[src/rtl/simm_arb_pkg.sv]
// Shared types and defaults for the two-master SIMM controller arbiter.
package simm_arb_pkg;

  localparam logic [1:0] ST_IDLE      = 2'd0;
  localparam logic [1:0] ST_GRANT_CPU = 2'd1;
  localparam logic [1:0] ST_GRANT_DMA = 2'd2;
  localparam logic [1:0] ST_RELEASE   = 2'd3;

  typedef enum logic [1:0] {
    IDLE      = ST_IDLE,
    GRANT_CPU = ST_GRANT_CPU,
    GRANT_DMA = ST_GRANT_DMA,
    RELEASE   = ST_RELEASE
  } arb_state_e;

  localparam logic ADDR_SEL_CPU = 1'b0;
  localparam logic ADDR_SEL_DMA = 1'b1;

  localparam int unsigned DEFAULT_DMA_MAX_WAIT   = 16;
  localparam int unsigned DEFAULT_RELEASE_CYCLES = 3;

  typedef struct packed {
    logic       cs;
    logic       read;
    logic       write;
    logic       bank_addr;
    logic [3:0] byte_selects;
  } mem_req_t;

  localparam mem_req_t MEM_REQ_IDLE = mem_req_t'(8'h00);

endpackage

[src/rtl/simm_arb_starve_counter.sv]
// 8-bit saturating count of cycles the DMA has waited; clear wins over increment.
module simm_arb_starve_counter (
  input  logic       clock,
  input  logic       reset,
  input  logic       inc,
  input  logic       clr,
  input  logic [7:0] threshold,
  output logic       starved,
  output logic [7:0] count
);

  logic [7:0] count_r;

  // Wait counter register
  always_ff @(posedge clock) begin
    if (reset) begin
      count_r <= 8'd0;
    end else if (clr) begin
      count_r <= 8'd0;
    end else if (inc && (count_r != 8'hff)) begin
      count_r <= count_r + 8'd1;
    end else begin
      count_r <= count_r;
    end
  end

  assign count   = count_r;
  assign starved = (count_r >= threshold);

endmodule

[src/rtl/simm_arbiter.sv]
// Arbitrates the SIMM controller between CPU (fixed priority) and DMA, with a
// starvation override and an enforced idle gap between grants.
module simm_arbiter
  import simm_arb_pkg::*;
#(
  parameter int unsigned DMA_MAX_WAIT   = DEFAULT_DMA_MAX_WAIT,
  parameter int unsigned RELEASE_CYCLES = DEFAULT_RELEASE_CYCLES
) (
  input  logic       clock,
  input  logic       reset,
  input  logic       cpu_cs,
  input  logic       cpu_read,
  input  logic       cpu_write,
  input  logic       cpu_bank_addr,
  input  logic [3:0] cpu_byte_selects,
  output logic       cpu_waitstate,
  input  logic       dma_cs,
  input  logic       dma_read,
  input  logic       dma_write,
  input  logic       dma_bank_addr,
  input  logic [3:0] dma_byte_selects,
  output logic       dma_waitstate,
  output logic       mem_cs,
  output logic       mem_read,
  output logic       mem_write,
  output logic       mem_bank_addr,
  output logic [3:0] mem_byte_selects,
  input  logic       mem_waitstate,
  output logic       addr_select
);

  localparam logic [7:0] THRESHOLD = 8'(DMA_MAX_WAIT);
  localparam logic [1:0] REL_LAST  = 2'(RELEASE_CYCLES - 1);

  arb_state_e state_r;
  arb_state_e state_s;
  logic [1:0] rel_cnt_r;
  logic       addr_select_r;
  logic       starved_s;
  logic       starve_inc_s;
  logic       starve_clr_s;
  logic [7:0] starve_cnt;
  mem_req_t   mem_req_s;

  assign starve_inc_s = dma_cs && (state_r != GRANT_DMA);
  assign starve_clr_s = (state_s == GRANT_DMA) && (state_r != GRANT_DMA);

  simm_arb_starve_counter u_starve (
    .clock     (clock),
    .reset     (reset),
    .inc       (starve_inc_s),
    .clr       (starve_clr_s),
    .threshold (THRESHOLD),
    .starved   (starved_s),
    .count     (starve_cnt)
  );

  // Next-state decision
  always_comb begin
    state_s = state_r;
    case (state_r)
      IDLE: begin
        if (dma_cs && starved_s) begin
          state_s = GRANT_DMA;
        end else if (cpu_cs) begin
          state_s = GRANT_CPU;
        end else if (dma_cs) begin
          state_s = GRANT_DMA;
        end else begin
          state_s = IDLE;
        end
      end
      GRANT_CPU: begin
        if (!cpu_cs) state_s = RELEASE;
        else         state_s = GRANT_CPU;
      end
      GRANT_DMA: begin
        if (!dma_cs) state_s = RELEASE;
        else         state_s = GRANT_DMA;
      end
      RELEASE: begin
        // A controller still reporting waitstate=0 (trailing or aborted access) keeps us here
        if ((rel_cnt_r == REL_LAST) && mem_waitstate) state_s = IDLE;
        else                                          state_s = RELEASE;
      end
      default: state_s = IDLE;
    endcase
  end

  // State register
  always_ff @(posedge clock) begin
    if (reset) state_r <= IDLE;
    else       state_r <= state_s;
  end

  // Release gap counter: held at zero outside RELEASE so entry always starts from zero
  always_ff @(posedge clock) begin
    if (reset) begin
      rel_cnt_r <= 2'd0;
    end else if (state_r != RELEASE) begin
      rel_cnt_r <= 2'd0;
    end else if (rel_cnt_r != REL_LAST) begin
      rel_cnt_r <= rel_cnt_r + 2'd1;
    end else begin
      rel_cnt_r <= rel_cnt_r;
    end
  end

  // Upstream address mux select, latched only when a grant is issued
  always_ff @(posedge clock) begin
    if (reset) begin
      addr_select_r <= ADDR_SEL_CPU;
    end else if ((state_r == IDLE) && (state_s == GRANT_DMA)) begin
      addr_select_r <= ADDR_SEL_DMA;
    end else if ((state_r == IDLE) && (state_s == GRANT_CPU)) begin
      addr_select_r <= ADDR_SEL_CPU;
    end else begin
      addr_select_r <= addr_select_r;
    end
  end

  assign addr_select = addr_select_r;

  // Controller-side steering and waitstate return
  always_comb begin
    mem_req_s     = MEM_REQ_IDLE;
    cpu_waitstate = 1'b1;
    dma_waitstate = 1'b1;
    case (state_r)
      GRANT_CPU: begin
        mem_req_s     = '{cpu_cs, cpu_read, cpu_write, cpu_bank_addr, cpu_byte_selects};
        cpu_waitstate = mem_waitstate;
      end
      GRANT_DMA: begin
        mem_req_s     = '{dma_cs, dma_read, dma_write, dma_bank_addr, dma_byte_selects};
        dma_waitstate = mem_waitstate;
      end
      default: begin
        mem_req_s = MEM_REQ_IDLE;
      end
    endcase
  end

  assign mem_cs           = mem_req_s.cs;
  assign mem_read         = mem_req_s.read;
  assign mem_write        = mem_req_s.write;
  assign mem_bank_addr    = mem_req_s.bank_addr;
  assign mem_byte_selects = mem_req_s.byte_selects;

endmodule

[config.mk]
export PLATFORM = sky130hd
export DESIGN_NAME = simm_arbiter
export DESIGN_NICKNAME = d
export VERILOG_FILES = /design/src/rtl/simm_arb_pkg.sv /design/src/rtl/simm_arb_starve_counter.sv /design/src/rtl/simm_arbiter.sv
export SDC_FILE = /design/constraint.sdc
export NUM_CORES = 1
export LEC_CHECK = 0
export CORE_UTILIZATION = 45
export CTS_CLUSTER_DIAMETER = 100
export CTS_CLUSTER_SIZE = 8
export DETAILED_ROUTE_END_ITERATION = 12
export HOLD_SLACK_MARGIN = 0.03
export PLACE_DENSITY = 0.86
export SLEW_MARGIN = 25
export SYNTH_ARGS = -nofsm -noshare
export SYNTH_HDL_FRONTEND = slang
export SYNTH_SLANG_ARGS = --single-unit
export TNS_END_PERCENT = 100
[constraint.sdc]
create_clock -name clock -period 1.7 [get_ports clock]
set_input_delay 0.34 -clock clock [delete_from_list [all_inputs] [get_ports clock]]
set_output_delay 0.34 -clock clock [all_outputs]
set_load 0.02 [all_outputs]
==> results of run 1 <==
[worst paths after layout]
kind	startpoint	to	slack, ns	cells past startpoint
hold / removal	addr_select	addr_select	0.51	2
hold reg to reg	addr_select	addr_select	0.51	2
setup reg to reg	u_starve.count[1]	u_starve.count[1]	-0.1	5
setup / recovery	u_starve.count[1]	u_starve.count[1]	-0.1	5
[through the flow]
| step | power (W) | hold WS, ns | instances | cell area, µm² | util |
|---|---|---|---|---|---|
| 2_1_floorplan | 0.000829 | 0.412 | 104 | 913 | - |
| 3_3_place_gp | 0.00106 | 0.470 | 162 | 1260 | 0.694 |
| 3_5_place_dp | 0.00109 | 0.480 | 162 | 1260 | 0.694 |
| 4_1_cts | 0.00133 | 0.506 | 167 | 1300 | 0.713 |
| 5_1_grt | 0.00160 | 0.527 | 171 | 1410 | 0.773 |
| 6_report | 0.00154 | 0.508 | 171 | 1410 | 0.773 |
[area by class of cell]
| type | instances | share of cell area |
|---|---|---|
| clock buffers | 4 | 0.0187 |
| inverters | 8 | 0.0231 |
| multi-input cells | 80 | 0.489 |
| flip-flops and latches | 13 | 0.189 |
| well taps | 25 | 0.0222 |
| repair buffers | 41 | 0.258 |
[what timing repair did]
action	4_1_cts	5_1_grt
hold endpoints to repair	0	0
resized for setup	45	26
cloned	0	1
pin swaps	0	3
setup endpoints to repair	19	19
buffers inserted	1	3
[registers in the layout, summed over array words and instances (netlist names)]
name,flops
addr_select,1
rel_cnt_r,2
state_r,2
u_starve.count,8
[layer usage]
| layer | global-route usage | part of all wire | vias to the layer above | wire length [µm] |
|---|---|---|---|---|
| met5 | 0 | 0 | - | 0 |
| met4 | 0.0800 | 0.034 | 0 | 104 |
| met3 | 0.0731 | 0.063 | 16 | 192 |
| met2 | 0.436 | 0.49 | 41 | 1500 |
| met1 | 0.284 | 0.41 | 459 | 1240 |
| li1 | - | - | 470 | - |
[cells in the final DEF (no fill, tap or decap), types with 2 or more instances in the layout]
master           count
ha_1                 4
a21oi_1              9
clkbuf_2             2
clkdlybuf4s50_1     19
buf_6                2
inv_1                6
buf_2                3
nor2b_1              9
buf_4               14
nor2_1               4
nand2_1              6
dfxtp_1             11
nor3_1               2
xor2_1               4
ha_4                 3
o211ai_1             3
and3_1               2
nand2b_1             2
a22oi_1              3
clkbuf_4             3
nor4_1               2
xnor2_1              4
a22oi_2              5
[worst min-delay path, stage by stage (launching register included)]
cell and delay, ns:
dfxtp_1 0.35, a32oi_1 0.06, nor2_1 0.07
[cell families (layout without fill, tap and decap cells)]
group / count (synthesis) / in the layout / share of synthesized area
xor gates and xnor gates: 8 / 8 / 0.0767
AOI/OAI and AO/OA: 28 / 29 / 0.247
muxes: 1 / 1 / 0.0110
adders and majority gates: 7 / 7 / 0.0959
and+or+nand+nor: 35 / 35 / 0.218
buffers and inverters: 12 / 53 / 0.0671
DFF: 13 / 13 / 0.285
[where the power goes]
part           total (W)  switching [W]  leakage, nW  internal, W
combinational   0.000931       0.000465        0.433     0.000467
clock           0.000202       0.000111       0.0150    0.0000912
sequential      0.000402      0.0000502        0.107     0.000352
total            0.00154       0.000626        0.555     0.000909
==> summary.md, run 1 <==
| Metric | Value |
|---|---|
| RSZ-0062 raised after global routing | `yes` |
| Via-to-Cell Ratio | `5.77` |
| Failing checks | `setup timing` |
| Worst-Skew Late Latency | `0.28 ns` |
| First-pass GRT wire length | `3810 µm` |
| GRT overflow | `0` |
| CP Class | `reg -> reg` |
| Max-cap violations | `0` |
| Ys async rst share | `0` |
| Top cells by count, synth | `dfxtp_1 (13), a21oi_1 (9), nor2b_1 (9), a22oi_1 (8), inv_1 (8)` |
| Die width | `47.1 µm` |
| Relative slew slack | `0.679` |
| Inserted Diodes | `0` |
| Fmax | `556 MHz` |
| Worst-path maximum fanout | `5` |
| CP Launch Type | `flop` |
| Power per standard cell area | `1090 nW/µm²` |
| DRT Wirelength | `3040 µm` |
| Largest cells by area after synthesis | `dfxtp_1 (28%), ha_1 (9.6%), a22oi_1 (6.6%)` |
| CTS root buf | `clkbuf_4` |
| Post-Synthesis Cells | `104` |
| Area grow syn2layout | `54.0%` |
| Iteration-0 DRC count of the detailed router | `31` |
| Register Area | `265 µm²` |
| Remaining antenna violation count | `0` |
| Worst vdd ir | `0.885 mV` |
| Final Skew | `0.00741 ns` |
| # setup viols final | `14` |
| Leak pwr | `0.555 nW` |
| Kind of cell adding the most delay to the critical path | `compound AO/OA/AOI/OAI gates` |
| Core ar. | `1820 µm²` |
| # DRC | `0` |
| Htree depth | `1` |
| Synth Register Bits | `13` |
| Die Area | `2210 µm²` |
| Worst Setup End Kind | `flop` |
| Worst slew pin tran | `0.477 ns` |
| Library cells used by synthesis | `33` |
| Initial antenna violation count | `0` |
| Final WS setup | `-0.0989 ns` |
| Post-Syn Nets | `130` |
| Critical path's largest stage delay | `0.48 ns` |
| Hpwl dp | `1720 µm` |
| Via count | `986` |
| Vias in the first global route | `886` |
| Final worst-path cycle share | `1.06` |
| Clock Tree Buf Depth | `2` |
| Drt pass-1 iters | `4` |
| Post-synthesis average cell area | `8.78 µm²` |
| Cells along the critical path | `ha_1 -> nand4_1 -> o21ai_0 -> mux2i_1 -> a21oi_1` |
| Setup TNS | `-0.465 ns` |
| CTS tree | `yes` |
| Worst Path Buf+Inv | `0` |
| I/O Buffers | `29` |
| Sequential share of the synthesized area | `0.285` |
| Initial core utilization | `0.502` |
| FP Rows | `15` |
| Global Route Usage Sum | `0.247` |
| Count leader, synth | `dfxtp_1` |
| Largest net degree at the start of global routing | `11` |
| Worst Path Arrival | `1.98 ns` |
| Final critical path time including I/O delays and setup | `1.80 ns` |
| Synth Cell Area | `913 µm²` |
| Clock sinks | `13` |
| Nets | `173` |
| Hold Vio Cnt, Final | `0` |
| Max stage delay cell, worst path | `o21ai_0` |
| Routability cong. | `0.824` |
| Post-synth EDFFs | `0` |
| Pre-CTS setup slack | `-0.320 ns` |
| Worst-path clk slew | `0.09 ns` |
| Ys flop type | `dfxtp_1` |
| Share of the synthesized area in the top cell type | `0.285` |
| Layout cells sized above 1 | `0.308` |
| Wire per inst | `17.8 µm` |
| Yosys top cell by area | `dfxtp_1` |
| CTS buffer count | `3` |
| Die H | `47.1 µm` |
| Synthesis warning total | `0` |
| Crit path required time | `1.88 ns` |
| Slew Limit Fails | `0` |
| CTS Hold Bufs | `0` |
| Area of the multi-input gates | `688 µm²` |
| Status | `complete, but fails checks` |
| Ports | `30` |
| Fillers | `124` |
| HP Class | `reg -> reg` |
Note: power is estimated with default switching activity, not from simulation.
==> run 2, diff against run 1 <==
--- a/config.mk
+++ b/config.mk
@@ -5,6 +5,7 @@
 export SDC_FILE = /design/constraint.sdc
 export NUM_CORES = 1
 export LEC_CHECK = 0
+export CORE_MARGIN = 2
 export CORE_UTILIZATION = 45
 export CTS_CLUSTER_DIAMETER = 100
 export CTS_CLUSTER_SIZE = 8
==> run 2 against run 1 <==
  * Via count down 6.6%
  * Setup slack better by 0.12 ns
  * Routed wire length shrank 26%
  * The run now ends clean
  * Clock power down 2%
  * Combinational power down 12%
  * Core utilization shrank 5.9 points
  * Final cell count is 0.58% higher
  * Register-to-register slack better by 0.19 ns
  * Largest power group unchanged
  * Clock skew is 0.0044 ns lower
  * Cell area decreased by 1.4%
==> summary.md, run 2 (same netlist as run 1, synthesis figures left out) <==
| Metric | Value |
|---|---|
| Power per standard cell area | `1020 nW/µm² (-6.2%)` |
| Core ar. | `1940 µm² (+6.7%)` |
| Drt pass-1 iters | `4 (unchanged)` |
| First-pass GRT wire length | `3730 µm (-2.0%)` |
| Worst vdd ir | `0.681 mV (-23%)` |
| Initial antenna violation count | `0 (unchanged)` |
| Crit path required time | `1.36 ns (-0.52 ns)` |
| Met1 Usage GRT | `0.208 (-0.0760)` |
| Die Area | `2410 µm² (+8.7%)` |
| Die H | `49.1 µm (+4.3%)` |
| CTS root buf | `clkbuf_4` |
| CTS tree | `yes` |
| M2 GR Usage | `0.381 (-0.0548)` |
| Relative slew slack | `0.781 (+0.102)` |
| Nets | `172 (-0.58%)` |
| Final Skew | `0.00301 ns (-0.00440 ns)` |
| Worst slew pin tran | `0.328 ns (-0.149 ns)` |
| Pre-CTS setup slack | `-0.337 ns (-0.0163 ns)` |
| CP Launch Type | `flop` |
| Status | `finished, final reports clean` |
| Inserted Diodes | `0 (unchanged)` |
| Max stage delay cell, worst path | `dfxtp_4` |
| GRT overflow | `0 (unchanged)` |
| Worst-Skew Late Latency | `0.28 ns (about the same)` |
| Most frequent cells in the layout | `clkdlybuf4s50_1 (19), buf_4 (15), dfxtp_1 (11)` |
| Placed Area | `1300 µm² (+2.6%)` |
| DRT Wirelength | `2240 µm (-26%)` |
| Via count | `921 (-6.6%)` |
| Max reg flops | `8 (unchanged)` |
| # DRC | `0 (unchanged)` |
| Most common cell after layout, fill and taps aside | `clkdlybuf4s50_1` |
| Worst-path clk slew | `0.08 ns (about the same)` |
| Final WS setup | `0.0240 ns (+0.123 ns)` |
| Vias in the first global route | `901 (+1.7%)` |
| Remaining antenna violation count | `0 (unchanged)` |
| Die width | `49.1 µm (+4.3%)` |
| Htree depth | `1 (unchanged)` |
| CTS buffer count | `3 (unchanged)` |
| HP Class | `reg -> reg` |
| Layout cells sized above 1 | `0.297 (-0.0117)` |
| CP Class | `reg -> out` |
| Max-cap violations | `0 (unchanged)` |
| Fin area | `1390 µm² (-1.4%)` |
| Met3 usage | `0.0460 (-0.0271)` |
| Fmax | `597 MHz (+7.3%)` |
| Worst Setup End Kind | `output pin` |
| Hold Vio Cnt, Final | `0 (unchanged)` |
| Worst Path Arrival | `1.34 ns (-0.64 ns)` |
| Slew Limit Fails | `0 (unchanged)` |
| Ports | `30 (unchanged)` |
| Worst Path Buf+Inv | `2 (+2)` |
| Clock sinks | `13 (unchanged)` |
| Area grow syn2layout | `51.8%` |
| Leak pwr | `0.543 nW (-2.1%)` |
| # setup viols final | `0 (-14)` |
| Kind of cell adding the most delay to the critical path | `flip-flops` |
| Final worst-path cycle share | `0.986 (-0.0723)` |
| Hold_ws | `0.513 ns (+0.00528 ns)` |
| Worst-path maximum fanout | `9 (+4)` |
| Initial core utilization | `0.470 (-0.0314)` |
| Setup TNS | `0 ns (+0.465 ns)` |
| FP Rows | `16 (+1)` |
| Wire per inst | `13.0 µm (-27%)` |
| Cells along the critical path | `inv_4 -> ha_4 -> a22oi_1 -> nor2b_1 -> buf_2` |
| CTS Hold Bufs | `0 (unchanged)` |
| I/O Buffers | `29 (unchanged)` |
| Final critical path time including I/O delays and setup | `1.68 ns (-0.123 ns)` |
| Routability cong. | `0.749 (-9.1%)` |
| Grt peak-use layer | `met2` |
| Largest net degree at the start of global routing | `10 (-1)` |
| Iteration-0 DRC count of the detailed router | `18 (-42%)` |
| Critical path's largest stage delay | `0.39 ns (-0.09 ns)` |
| RSZ-0062 raised after global routing | `yes` |
| Clock Tree Buf Depth | `2 (unchanged)` |
| Global Route Usage Sum | `0.201 (-0.0461)` |
| Via-to-Cell Ratio | `5.35 (-7.1%)` |
| Hpwl dp | `1690 µm (-1.5%)` |
-- run 2: through the flow --
stage               total power, W   util  instances
floorplan                 0.000829      -        104
global placement           0.00109  0.668        168
detailed placement         0.00111  0.668        168
CTS                        0.00136  0.682        172
global route               0.00152  0.714        172
finish                     0.00142  0.714        172
-- run 2: final cells by class --
| type | instances | area [µm²] |
|---|---|---|
| multi-input combinational | 79 | 679 |
| fill | 153 | 556 |
| timing repair buffer | 41 | 344 |
| sequential | 13 | 268 |
| inverter | 8 | 35.0 |
| tap | 27 | 33.8 |
| clock buffer | 4 | 26.3 |
-- run 2: final timing paths --
| path | from | to | slack [ns] | cells past startpoint |
|---|---|---|---|---|
| max | state_r[0] | mem_write | 0.02 | 5 |
| min | addr_select | addr_select | 0.51 | 2 |
| max reg2reg | state_r[1] | u_starve.count[6] | 0.09 | 7 |
| min reg2reg | addr_select | addr_select | 0.51 | 2 |
-- run 2: timing repair --
item / CTS / global route
cloned: 0 / 0
endpoints found under the setup margin: 19 / 18
hold endpoints to repair: 0 / 0
gates resized for setup: 54 / 16
pin swaps: 0 / 1
setup buffers: 0 / 0
-- run 2: routing by layer --
layer	vias to the layer above	part of all wire
li1	460	-
met1	424	0.39
met4	0	0.023
met2	30	0.53
met5	-	0
met3	7	0.057
-- run 2: power breakdown --
group          switching (W)  internal (W)
combinational       0.000395      0.000421
sequential         0.0000517      0.000354
clock               0.000107     0.0000911
total               0.000554      0.000866
-- run 2: worst min-delay path, stage by stage (launching register included) --
cell and delay (ns):
dfxtp_1 0.34, a32oi_1 0.06, nor2_1 0.08
==> run 3, diff against run 2 <==
--- a/config.mk
+++ b/config.mk
@@ -6,12 +6,13 @@
 export NUM_CORES = 1
 export LEC_CHECK = 0
 export CORE_MARGIN = 2
-export CORE_UTILIZATION = 45
+export CORE_UTILIZATION = 47
+export CTS_BUF_LIST = sky130_fd_sc_hd__clkbuf_4 sky130_fd_sc_hd__clkbuf_8
 export CTS_CLUSTER_DIAMETER = 100
 export CTS_CLUSTER_SIZE = 8
 export DETAILED_ROUTE_END_ITERATION = 12
 export HOLD_SLACK_MARGIN = 0.03
-export PLACE_DENSITY = 0.86
+export PLACE_DENSITY = 0.89
 export SLEW_MARGIN = 25
 export SYNTH_ARGS = -nofsm -noshare
 export SYNTH_HDL_FRONTEND = slang
==> run 3 against run 2 <==
  * The flow now finishes with violations (setup timing)
  * Hold slack improved by 0.011 ns
  * Setup slack got worse by 0.077 ns
  * Fmax fell by 4.4%
  * Total power rose by 18%
  * Register-to-register slack got worse by 0.13 ns
  * Clock skew rose by 0.014 ns
  * Count of clock-buffer cells in the layout did not move
  * Sequential share of layout area fell by 1.9 points
  * Clock power rose by 8%
  * Critical path type unchanged
  * Critical endpoint unchanged
==> summary.md, run 3 (same netlist as run 1, synthesis figures left out) <==
| Metric | Value |
|---|---|
| Hold Vio Cnt, Final | `0 (unchanged)` |
| Global Route Usage Sum | `0.288 (+0.0872)` |
| CP Class | `reg -> out` |
| CTS root buf | `clkbuf_4` |
| Relative slew slack | `0.717 (-0.0645)` |
| # setup viols final | `10 (+10)` |
| CTS buffer count | `3 (unchanged)` |
| Worst Setup End Kind | `output pin` |
| Worst-path maximum fanout | `6 (-3)` |
| Largest net degree at the start of global routing | `11 (+1)` |
| Final std cells w/o fill | `176 (+2.3%)` |
| Ports | `30 (unchanged)` |
| Drt pass-1 iters | `4 (unchanged)` |
| Inserted Diodes | `0 (unchanged)` |
| Kind of cell adding the most delay to the critical path | `flip-flops` |
| Htree depth | `1 (unchanged)` |
| Crit path required time | `1.36 ns (about the same)` |
| Fillers | `89 (-42%)` |
| GRT overflow | `0 (unchanged)` |
| Placed Area | `1290 µm² (-0.19%)` |
| Worst Path Buf+Inv | `3 (+1)` |
| Max stage delay cell, worst path | `dfxtp_4` |
| Finished Core Util | `0.855 (+0.142)` |
| Register Area | `265 µm² (-0.93%)` |
| CP Launch Type | `flop` |
| Wire per inst | `21.3 µm (+64%)` |
| Via count | `1,043 (+13%)` |
| Die width | `48.1 µm (-2.0%)` |
| Fin area | `1530 µm² (+10%)` |
| DRT Wirelength | `3760 µm (+68%)` |
| HP Class | `reg -> reg` |
| Worst Path Arrival | `1.41 ns (+0.07 ns)` |
| Failing checks | `setup timing` |
| Leak pwr | `0.598 nW (+10%)` |
| CTS Hold Bufs | `0 (unchanged)` |
| Remaining antenna violation count | `0 (unchanged)` |
| Worst-Skew Late Latency | `0.28 ns (about the same)` |
| Vias in the first global route | `1,014 (+13%)` |
| Core ar. | `1780 µm² (-8.2%)` |
| Worst vdd ir | `0.781 mV (+15%)` |
| Power per standard cell area | `1100 nW/µm² (+7.4%)` |
| Area of the multi-input gates | `747 µm² (+9.9%)` |
| # DRC | `0 (unchanged)` |
| Most common cell after layout, fill and taps aside | `clkdlybuf4s50_1` |
| Final worst-path cycle share | `1.03 (+0.0451)` |
| Max-cap violations | `0 (unchanged)` |
| Clock sinks | `13 (unchanged)` |
| Die H | `48.1 µm (-2.0%)` |
| Worst-path clk slew | `0.07 ns (about the same)` |
| FP Rows | `15 (-1)` |
| First-pass GRT wire length | `4460 µm (+20%)` |
| Hold_ws | `0.524 ns (+0.0112 ns)` |
| Worst slew pin tran | `0.424 ns (+0.0962 ns)` |
| CTS tree | `yes` |
| Slew Limit Fails | `0 (unchanged)` |
| Routability cong. | `0.794 (+6.0%)` |
| Final Skew | `0.0168 ns (+0.0138 ns)` |
| Initial antenna violation count | `0 (unchanged)` |
| Most frequent cells in the layout | `clkdlybuf4s50_1 (18), buf_4 (17), dfxtp_1 (11)` |
| Final WS setup | `-0.0527 ns (-0.0767 ns)` |
| Die Area | `2310 µm² (-3.9%)` |
| Cells along the critical path | `inv_4 -> ha_4 -> buf_6 -> a22oi_1 -> nor2b_1 -> buf_2` |
| Final critical path time including I/O delays and setup | `1.75 ns (+0.0767 ns)` |
| Critical path's largest stage delay | `0.37 ns (-0.02 ns)` |
| Pre-CTS setup slack | `-0.341 ns (-0.00494 ns)` |
| Iteration-0 DRC count of the detailed router | `32 (+14)` |
| Status | `complete, but fails checks` |
| Area grow syn2layout | `67.0%` |
| Via-to-Cell Ratio | `5.93 (+11%)` |
| Post-Place Cells | `166 (-1.2%)` |
| Max reg flops | `8 (unchanged)` |
| Fmax | `571 MHz (-4.4%)` |
| RSZ-0062 raised after global routing | `yes` |
| I/O Buffers | `29 (unchanged)` |
| Hpwl dp | `1810 µm (+7.0%)` |
| Initial core utilization | `0.512 (+0.0419)` |
| Clock Tree Buf Depth | `2 (unchanged)` |
| Nets | `178 (+3.5%)` |
| Layout cells sized above 1 | `0.391 (+0.0942)` |
==> run 3: changes by cell type in the layout (fill, tap and decap cells not counted), moves of 2 or more <==
| cell | delta |
|---|---|
| nor2b_1 | -3 |
| clkbuf_2 | +2 |
| buf_2 | -4 |
| buf_6 | +6 |
| nor3_4 | +2 |
| nor2b_2 | +2 |
| buf_4 | +2 |
| a22oi_1 | -3 |
| a22oi_2 | +3 |
==> run 3: what timing repair did <==
action,in CTS,in global routing
pin swaps,1,5
gates cloned,0,0
setup buffers,0,6
resized for setup,53,38
endpoints found under the setup margin,19,18
hold endpoints to repair,0,0
==> run 3: metrics by stage <==
step / setup TNS, ns / power (W)
2_1_floorplan: 0 / 0.000829
3_3_place_gp: -4.71 / 0.00109
3_5_place_dp: -5.65 / 0.00113
4_1_cts: 0 / 0.00140
5_1_grt: -2.12 / 0.00177
6_report: -0.223 / 0.00168
==> run 3: final timing paths <==
path	start	end	slack (ns)	cells after the start
hold reg to reg	rel_cnt_r[1]	rel_cnt_r[1]	0.52	2
setup reg to reg	u_starve.count[5]	u_starve.count[4]	-0.04	5
setup / recovery	state_r[0]	mem_write	-0.05	6
hold / removal	rel_cnt_r[1]	rel_cnt_r[1]	0.52	2
==> run 3: per-layer routing <==
| layer | track usage | wire [µm] | vias to the layer above |
|---|---|---|---|
| met5 | 0 | 0 | - |
| met4 | 0.184 | 187 | 0 |
| met3 | 0.102 | 247 | 21 |
| met2 | 0.459 | 1970 | 54 |
| met1 | 0.324 | 1350 | 494 |
| li1 | - | - | 474 |
==> run 3: report_power, final <==
part	switching, W	total, W	internal [W]	leakage [nW]
Sequential	0.0000486	0.000400	0.000352	0.107
Combinational	0.000521	0.00106	0.000542	0.473
Clock	0.000106	0.000213	0.000107	0.0184
==> run 3: final cells by class <==
class | count | area share
inverter | 8 | 0.0213
sequential | 13 | 0.174
multi-input combinational | 79 | 0.490
tap | 25 | 0.0205
clock buffer | 4 | 0.0197
timing repair buffer | 47 | 0.275
==> run 3: worst reg2reg max path: stages (launching register included) <==
cell and delay, ns:
dfxtp_1 0.43, o41ai_4 0.42, nand2_1 0.13, a211o_1 0.35
buf_4 0.17, a21oi_1 0.17
